==> config.mk <==
export PLATFORM = sky130hd
export DESIGN_NAME = pc_fetch
export DESIGN_NICKNAME = d
export VERILOG_FILES = /design/src/rtl/pc_fetch.sv
export SDC_FILE = /design/constraint.sdc
export NUM_CORES = 1
export LEC_CHECK = 0
export BUFFER_PORTS_ARGS = -buffer_cell sky130_fd_sc_hd__buf_4
export CORE_MARGIN = 4
export CORE_UTILIZATION = 40
export DETAILED_ROUTE_END_ITERATION = 10
export PLACE_DENSITY = 0.78
export REMOVE_ABC_BUFFERS = 1
export SLEW_MARGIN = 0
export SYNTH_ARGS = -nofsm -noshare
export SYNTH_HDL_FRONTEND = slang
export SYNTH_SLANG_ARGS = --single-unit
==> constraint.sdc <==
create_clock -name clk -period 2.05 [get_ports clk]
set_input_delay 0.3075 -clock clk [delete_from_list [all_inputs] [get_ports clk]]
set_output_delay 0.3075 -clock clk [all_outputs]
set_load 0.02 [all_outputs]
==> src/rtl/pc_fetch.sv <==
// Program-counter register and instruction-fetch sequencer.
// The PC register feeds a req/ready instruction-memory handshake. The fetched
// word is held in front of decode until it is consumed. The next PC comes from
// the exception vector, eret, a jump, a branch or PC+4, in that order of priority.
module pc_fetch #(
    parameter logic [31:0] RESET_PC   = 32'h0040_0000,
    parameter logic [31:0] EXC_VECTOR = 32'h0040_0004
) (
    input  logic        clk,
    input  logic        rst,
    input  logic        stall,
    input  logic        br_take,
    input  logic [31:0] br_target,
    input  logic        jmp_take,
    input  logic [31:0] jmp_target,
    input  logic        eret_take,
    input  logic [31:0] epc,
    input  logic        exc_take,
    output logic        imem_req,
    output logic [31:0] imem_addr,
    input  logic        imem_ready,
    input  logic [31:0] imem_rdata,
    output logic        inst_valid,
    output logic [31:0] inst,
    output logic [31:0] pc,
    output logic [31:0] pc_plus4
);

    typedef enum logic [1:0] {
        S_RST   = 2'd0,
        S_REQ   = 2'd1,
        S_VALID = 2'd2
    } state_t;

    // The exception vector gets the same alignment as every other target.
    localparam logic [31:0] EXC_PC = {EXC_VECTOR[31:2], 2'b00};

    state_t      state_q, state_d;
    logic [31:0] pc_q, pc_d;
    logic [31:0] inst_q, inst_d;
    logic        pend_valid_q, pend_valid_d;
    logic [31:0] pend_pc_q, pend_pc_d;
    logic [31:0] seq_pc;
    logic [31:0] redir_pc;
    logic        consume;

    assign seq_pc  = pc_q + 32'd4;
    assign consume = (state_q == S_VALID) && !stall;

    // Redirect target for a consume cycle without exception: eret > jump > branch > pc+4.
    always_comb begin
        redir_pc = seq_pc;
        if (eret_take) begin
            redir_pc = epc;
        end else if (jmp_take) begin
            redir_pc = jmp_target;
        end else if (br_take) begin
            redir_pc = br_target;
        end
        redir_pc[1:0] = 2'b00;
    end

    // State register; reset overrides every other input, including a returning word.
    always_ff @(posedge clk) begin
        if (rst) begin
            state_q <= S_RST;
        end else begin
            state_q <= state_d;
        end
    end

    // Next-state logic: a word is only accepted when no exception is pending or arriving.
    always_comb begin
        state_d = state_q;
        case (state_q)
            S_RST:   state_d = S_REQ;
            S_REQ:   if (imem_ready && !exc_take && !pend_valid_q) state_d = S_VALID;
            S_VALID: if (exc_take || !stall) state_d = S_REQ;
            default: state_d = S_RST;
        endcase
    end

    // Output decode: request while fetching, valid while holding a word.
    always_comb begin
        imem_req   = 1'b0;
        inst_valid = 1'b0;
        case (state_q)
            S_REQ:   imem_req   = 1'b1;
            S_VALID: inst_valid = 1'b1;
            default: ;
        endcase
    end

    // Datapath next values. An exception seen while a fetch is outstanding is
    // remembered, so the word that eventually returns is discarded.
    always_comb begin
        pc_d         = pc_q;
        inst_d       = inst_q;
        pend_valid_d = pend_valid_q;
        pend_pc_d    = pend_pc_q;
        case (state_q)
            S_REQ: begin
                if (!imem_ready) begin
                    if (exc_take) begin
                        pend_valid_d = 1'b1;
                        pend_pc_d    = EXC_PC;
                    end
                end else if (exc_take) begin
                    pc_d         = EXC_PC;
                    pend_valid_d = 1'b0;
                end else if (pend_valid_q) begin
                    pc_d         = pend_pc_q;
                    pend_valid_d = 1'b0;
                end else begin
                    inst_d = imem_rdata;
                end
            end
            S_VALID: begin
                if (exc_take) begin
                    pc_d = EXC_PC;
                end else if (consume) begin
                    pc_d = redir_pc;
                end
            end
            default: ;
        endcase
    end

    // Datapath registers.
    always_ff @(posedge clk) begin
        if (rst) begin
            pc_q         <= RESET_PC;
            inst_q       <= 32'd0;
            pend_valid_q <= 1'b0;
            pend_pc_q    <= 32'd0;
        end else begin
            pc_q         <= pc_d;
            inst_q       <= inst_d;
            pend_valid_q <= pend_valid_d;
            pend_pc_q    <= pend_pc_d;
        end
    end

    assign imem_addr = {pc_q[31:2], 2'b00};
    assign inst      = inst_q;
    assign pc        = pc_q;
    assign pc_plus4  = seq_pc;

endmodule

Word level (Yosys, flattened, before mapping)
Index checks and enable logic that the tools add are counted.

Register bits: 68. Input port bits: 136. Output and inout bits: 130. Word-level logic and storage cells: 47.

Add/sub/neg operators: 1. Equality and inequality tests: 7. Multiplexer cells: 16. Bitwise logic cells: 3. Reduce and logical (&&, ||, !) cells: 15.

Operators by type and width (count): $mux W32 (8); $pmux W32 S2 (1); $add A32 B3 Y32 const B (1); $reduce_and A4 Y1 (2); $ne A3 B3 Y1 const B (2); $pmux W2 S3 (1); $mux W1 (4); $mux W2 (2); $ne A2 B2 Y1 const B (2); $reduce_and A2 Y1 (2); $reduce_bool A2 Y1 (2); $logic_and A1 B1 Y1 (3); $logic_not A1 Y1 (3); $not A1 Y1 (3); $reduce_and A3 Y1 (1); $eq A2 B1 Y1 const B (1); $eq A2 B2 Y1 const B (1); $logic_not A2 Y1 (1); $ne A2 B1 Y1 const B (1); $logic_or A1 B1 Y1 (1).

Longest topological paths before layout
Gate-level depths: netlist of run 1.

Depth in word-level cells: 7. Depth in mapped cells: 7. Gate-level depth less buffers: 6.

Worst setup path before layout of run 1
OpenSTA, ideal clock, no wires.

Path kind: flip-flop to output port. From: register pc_q[2], in the netlist pc[2]. To: output port pc_plus4[28]. Data arrival time: 1885 ps. Required time: 1742 ps. Setup slack: -143 ps. Stages on the path, launching flop included: 7. Path buffers: 1. Path through: dfxtp_1 -> ha_1 -> and4_1 -> clkbuf_1 -> nand3_2 -> nor2_1 -> xor2_1.

Longest elaborated chain between the ends: 1.

Ends and longest elaborated chain: from (decl) (line 39) `logic [31:0] pc_q, pc_d;`; from (signal assigned) (line 137) `pc_q <= pc_d;`; $add A32 B3 Y32 (line 47) `assign seq_pc = pc_q + 32'd4;`; to (decl) (line 26) `output logic [31:0] pc_plus4`.

Every way passes these cells.

Worst setup path after layout of run 1
From: register pc_q[12], in the netlist pc[12]. To: output port pc_plus4[23].

Same word-level chain as after synthesis.

==> flow_metrics.tcl, run 1 <==
set metrics [dict create \
    run_status "finished, violations left" \
    violations "negative setup slack" \
    fillers 821 \
    antenna_cells 0 \
    cts_buffer_depth 2 \
    io_buffers 253 \
    fp-row-count 38 \
    met1_length_mm 7.41 \
    grt_pass1_wl_mm 29.6 \
    synth.area.mux_share_pct 1.99 \
    slew_headroom_pct 56.9 \
    ios 266 \
    ys_ff_latch 66 \
    cap_violations 0 \
    die_h_um 113 \
    routabilityCongestion 0.931 \
    drive_gt1_share_pct 53.0 \
    fp.dieArea_um2 12700 \
    placed_cell_area_um2 6490 \
    wl_met2_mm 10.5 \
    path_class "reg -> out" \
    antenna_found_initial 0 \
    rsz0062_at_grt "true" \
    grt_usage_pct 28.6 \
    vias_per_cell 5.71 \
    syn2layout_area_growth_pct 73.2 \
    initial_core_util_pct 40.7 \
    timing.final.ws_setup_ns -0.270 \
    cts_buffers 9 \
    clkSinkCount 66 \
    startpoint "pc[12]$_SDFFE_PP0P_" \
    power_density_nw_per_um2 413 \
    drt_wl_total_mm 20.4 \
    final_cells 1013 \
    fp.dieW_um 113 \
    synthAdderAreaFrac_pct 0.284 \
    clock_latency_ns 0.36 \
    whs_ns 0.169 \
    totalPowerFinal_mw 3.15 \
    finalCriticalPeriod_ns 2.32 \
    rrSetupSlack_ns -0.03 \
    vias 5789 \
    cp-end-kind "output pin" \
    synth_top_family_by_area "compound AO/OA/AOI/OAI gates" \
    hpwl_mm 13.7 \
    drc_errors 0 \
    stdcell_area_um2 7620 \
    route.met3.wl_mm 1.65 \
    grt_max_degree 38 \
    finClkSkew_ns 0.0116 \
    path_clk_slew_ns 0.08 \
    first_pass_iters 5 \
    yosys_warnings 0 \
    synth_xor_area_share_pct 5.38 \
    crit_required_ns 1.74 \
    vdd_ir_drop_max_mv 0.296 \
    crit-reg2reg-launch "pc[8]$_SDFFE_PP0P_" \
    holdCritPathClass "in -> reg" \
    synth_ff_type "dfxtp_1" \
    synth-simple-area-share_pct 24.7 \
    hold_viol 0 \
    grt_pass1_vias 5811 \
    root_buffer "clkbuf_8" \
    core_um2 10800 \
    max_freq_ghz 0.431 \
    leakage_nw 3.61 \
    synth_edf_count 0 \
    r2r_cells 7 \
    crit_end "pc_plus4[23]" \
    dp.cells 948 \
    htree_levels 3 \
    synth_cell_types 71 \
    synth_compound_area_share_pct 25.7 \
    tightest_slew_ns 0.643 \
    gr-total-overflow 0 \
    drt_iter0_drc 565 \
    crit_fanout 4 \
    synth_cells 574 \
    syn_avg_cell_area_um2 7.66 \
    wl_per_cell_um 20.1 \
    r2r-end "pc[16]$_SDFFE_PP0P_" \
    topRoutingLayerUsed "met4" \
    slew_viol_final 0 \
    setup_viol 23 \
    ant_nets 0 \
    min_period_over_period_pct 113 \
    ys_seq_area_share_pct 30.0 \
    postLayoutCoreUtil_pct 70.6 \
    crit_arrival_ns 2.01 \
    worst_setup_path_start_kind "register" \
    netlist_area_um2 4400 \
    async_flop_share_pct 0 \
    cts_tree "yes" \
    nets 1005 \
]
-- state kept, by name, indices dropped and copies added, names as in the netlist --
name	cells
pend_valid_q	1
inst	32
pend_pc_q	1
state_q	2
pc	30
-- final cells by class --
class | count | area, um2 | share of cell area, %
clock buffer | 12 | 155 | 2.04
clock inverter | 4 | 50.0 | 0.657
inverter | 15 | 56.3 | 0.739
multi-input combinational | 416 | 3000 | 39.4
sequential | 66 | 1380 | 18.1
tap | 140 | 175 | 2.30
timing repair buffer | 360 | 2800 | 36.8
-- power by group --
group          switching, mW  internal (mW)  total (mW)
Sequential            0.0210           1.30        1.32
Clock                  0.544          0.627        1.17
Combinational          0.333          0.328       0.661
-- synth_stat cells (all sizes together), types with 4 or more instances --
library cell / count / area share [%]
nor2: 20 / 1.8
o31ai: 4 / 0.68
a21oi: 54 / 6.1
o21ai: 27 / 3.1
xor2: 9 / 1.8
o21a: 5 / 0.85
buf: 51 / 7.9
dfxtp: 66 / 30
nand4: 8 / 1.8
nor4: 8 / 1.8
mux2i: 5 / 1.1
nor2b: 5 / 0.71
nand2: 98 / 8.4
inv: 14 / 1.2
nand3: 19 / 2.5
xnor2: 18 / 3.6
a211oi: 5 / 0.85
nand2b: 12 / 1.7
a31oi: 7 / 1.0
and3: 5 / 0.71
clkbuf: 31 / 2.6
a221oi: 13 / 2.9
a221o: 7 / 1.6
nor3: 12 / 1.4
a32oi: 8 / 1.6
-- how the worst min path moves through the flow --
| stage | start | cells past startpoint | slack (ns) | endpoint |
|---|---|---|---|---|
| after global routing | imem_ready | 2 | 0.18 | pend_valid_q$_SDFFE_PP0P_ |
| after floorplan | rst | 1 | 0.37 | pc[29]$_SDFFE_PP0P_ |
| after detailed placement | inst[8]$_SDFFE_PP0P_ | 2 | 0.45 | inst[8]$_SDFFE_PP0P_ |
| after global placement | inst[1]$_SDFFE_PP0P_ | 2 | 0.44 | inst[1]$_SDFFE_PP0P_ |
| final | imem_ready | 2 | 0.17 | pend_valid_q$_SDFFE_PP0P_ |
| after CTS | imem_ready | 2 | 0.16 | pend_valid_q$_SDFFE_PP0P_ |
-- logic make-up (layout without fill, tap and decap cells) --
family,after synthesis,after routing
adders and majority gates,1,1
xor gates and xnor gates,27,27
muxes,8,8
buffers and inverters,97,391
AOI/OAI and AO/OA,166,166
and+or+nand+nor,208,208
DFF,66,66
other,1,6
-- through the flow --
stage / TNS, ns / worst slack (ns)
after floorplan: -9.37 / -0.389
after global placement: 0 / 0.0160
after detailed placement: -0.0690 / -0.0501
after CTS: -2.15 / -0.179
after global routing: -4.33 / -0.320
final: -3.19 / -0.270
-- critical path, cell delays in order, from the launching register on --
cell and delay [ns]:
dfxtp_4 0.39, nand4_4 0.15, nor4_4 0.31, buf_4 0.16, buf_4 0.12, buf_6 0.10, nand3_4 0.10, xnor2_2 0.17
buf_6 0.15
-- cells in the final DEF, fill, tap and decap left out, types with 8 or more instances in the layout --
master / n
dfxtp_1: 46
nand3_1: 9
a21oi_1: 54
buf_4: 338
buf_6: 20
nand2_1: 92
inv_1: 14
xnor2_2: 11
a32oi_1: 8
dfxtp_4: 12
clkbuf_8: 11
dfxtp_2: 8
a221oi_1: 10
nor2_1: 16
o21ai_0: 26
nand2b_1: 12
nor3_1: 8
-- metal layers --
metal | vias up | GRT usage [%]
met4 | 0 | 14.2
met1 | 2758 | 33.2
met3 | 64 | 4.92
li1 | 2606 | -
met2 | 361 | 50.7
met5 | - | 0
-- what timing repair did --
item                       4_1_cts  5_1_grt
setup buffers                   26       25
setup endpoints to repair       26       25
resized for setup               84       44
pin swaps                       16       25
cloned                           1        0
hold buffers                     0        0
Note: power is estimated with default switching activity, not from simulation.
==> run 2: changes to the inputs <==
Settings changed: CTS_BUF_LIST set to sky130_fd_sc_hd__clkbuf_8 sky130_fd_sc_hd__clkbuf_16, CTS_CLUSTER_SIZE set to 40.
==> flow_metrics.tcl, run 2 (synthesized netlist as in run 1, its figures left out) <==
set metrics [dict create \
    grt_pass1_vias 5811 \
    htree_levels 3 \
    wl_per_cell_um 20.2 \
    crit_family "simple AND/OR/NAND/NOR gates" \
    crit-reg2reg-launch "pc[8]$_SDFFE_PP0P_" \
    max_freq_ghz 0.429 \
    cpPeakStageDelay_ns 0.37 \
    drt_wl_total_mm 20.4 \
    drive_gt1_share_pct 52.9 \
    largest_reg_flops 32 \
    finalCriticalPeriod_ns 2.33 \
    postLayoutCoreUtil_pct 70.6 \
    initial_core_util_pct 40.7 \
    worst_setup_path_start_kind "register" \
    finClkSkew_ns 0.0126 \
    grt_max_degree 38 \
    crit_required_ns 1.74 \
    tightest_slew_ns 0.651 \
    r2r-end "pc[16]$_SDFFE_PP0P_" \
    rsz0062_at_grt "true" \
    holdCritPathClass "in -> reg" \
    slew_viol_final 0 \
    rrSetupSlack_ns -0.05 \
    nets 1005 \
    ant_nets 0 \
    gr-total-overflow 0 \
    power_density_nw_per_um2 414 \
    path_cells "buf_6 > nand2_4 > nor4_4 > buf_6 > nand4_1 > xnor2_1 > buf_4" \
    fp.dieArea_um2 12700 \
    fin_setup_tns_ns -3.40 \
    syn2layout_area_growth_pct 73.2 \
    r2r_cells 7 \
    core_um2 10800 \
    first_pass_iters 5 \
    layout_commonest_cell "buf_4" \
    cap_violations 0 \
    hpwl_mm 13.7 \
    crit_fanout 5 \
    slew_headroom_pct 56.3 \
    hold_viol 0 \
    antenna_found_initial 0 \
    holdPathEnd "pend_valid_q$_SDFFE_PP0P_" \
    io_buffers 253 \
    fillers 820 \
    min_path_cells 2 \
    timing.final.ws_setup_ns -0.279 \
    cts_buffer_depth 2 \
    run_status "finished, violations left" \
    cp-end-kind "output pin" \
    ctsHoldBuffers 0 \
    setup_viol 23 \
    cts_buffers 9 \
    drc_errors 0 \
    fp-row-count 38 \
    antenna_cells 0 \
    clkSinkCount 66 \
    path_buf_inv 3 \
    vias 5773 \
    min_from "imem_ready" \
    path_class "reg -> out" \
    routabilityCongestion 0.931 \
    layout_common_cells "buf_4 (338), nand2_1 (92), a21oi_1 (54)" \
    clock_latency_ns 0.36 \
    violations "negative setup slack" \
    leakage_nw 3.61 \
    fp.dieW_um 113 \
    min_period_over_period_pct 114 \
    crit_arrival_ns 2.02 \
    grt_pass1_wl_mm 29.6 \
    crit_slowest_cell "dfxtp_4" \
    drt_iter0_drc 533 \
    path_clk_slew_ns 0.08 \
    cpMostUsedCell "buf_6" \
    cp_num_cells 7 \
    vias_per_cell 5.70 \
    grt_usage_pct 28.6 \
    die_h_um 113 \
    ios 266 \
    root_buffer "clkbuf_8" \
    vdd_ir_drop_max_mv 0.301 \
    cts_tree "yes" \
    totalPowerFinal_mw 3.15 \
]
[run 2: cell count changes in the layout (fill, tap and decap cells not counted), sizes merged]
cell	delta
clkbuf	-1
inv	+1
[run 2: how the worst max path moves through the flow]
| stage | startpoint | end |
|---|---|---|
| detailed placement | pc[12]$_SDFFE_PP0P_ | pc_plus4[31] |
| floorplan | pc[11]$_SDFFE_PP0P_ | pc_plus4[28] |
| finish | pc[18]$_SDFFE_PP0P_ | pc_plus4[30] |
| CTS | pc[18]$_SDFFE_PP0P_ | pc_plus4[30] |
| global placement | pc[12]$_SDFFE_PP0P_ | pc_plus4[31] |
| global route | pc[14]$_SDFFE_PP0P_ | pc_plus4[23] |
[run 2: layout make-up]
class	count	area, um2	area share [%]
sequential	66	1380	18.1
timing repair buffer	360	2800	36.8
clock inverter	5	53.8	0.706
multi-input combinational	416	3000	39.4
inverter	15	56.3	0.739
clock buffer	11	151	1.99
tap	140	175	2.30
[run 2: repair_timing]
action,in CTS,in global routing
cloned,1,0
buffers inserted,26,25
gates resized for setup,84,43
setup endpoints to repair,26,25
pin swaps,16,25
[run 2: power breakdown]
part           total [mW]  switching, mW  leakage (nW)  internal, mW
registers            1.32         0.0210         0.548          1.30
clock network        1.17          0.550         0.103         0.622
logic               0.661          0.333          2.96         0.328
total                3.15          0.904          3.61          2.25
[run 2: metrics by stage]
stage / cell area [um2] / instances / hold slack (ns) / setup slack [ns]
global route: 7620 / 1013 / 0.177 / -0.321
floorplan: 3950 / 497 / 0.374 / -0.389
global placement: 6490 / 948 / 0.443 / 0.0160
CTS: 7240 / 991 / 0.163 / -0.179
finish: 7620 / 1013 / 0.168 / -0.279
detailed placement: 6490 / 948 / 0.447 / -0.0501
[run 2: worst reg2reg max path: stages, from the launching register on]
cell and delay [ns]:
dfxtp_4 0.39, nand4_4 0.16, buf_4 0.18, or4_4 0.51, buf_6 0.14, mux2_4 0.30
a221oi_2 0.21, o21ai_1 0.09
[run 2: per-layer routing]
metal / track usage, % / part of all wire (%)
met5: 0 / 0
met3: 4.92 / 8.4
met4: 14.2 / 3.6
met1: 33.2 / 36
met2: 50.7 / 52
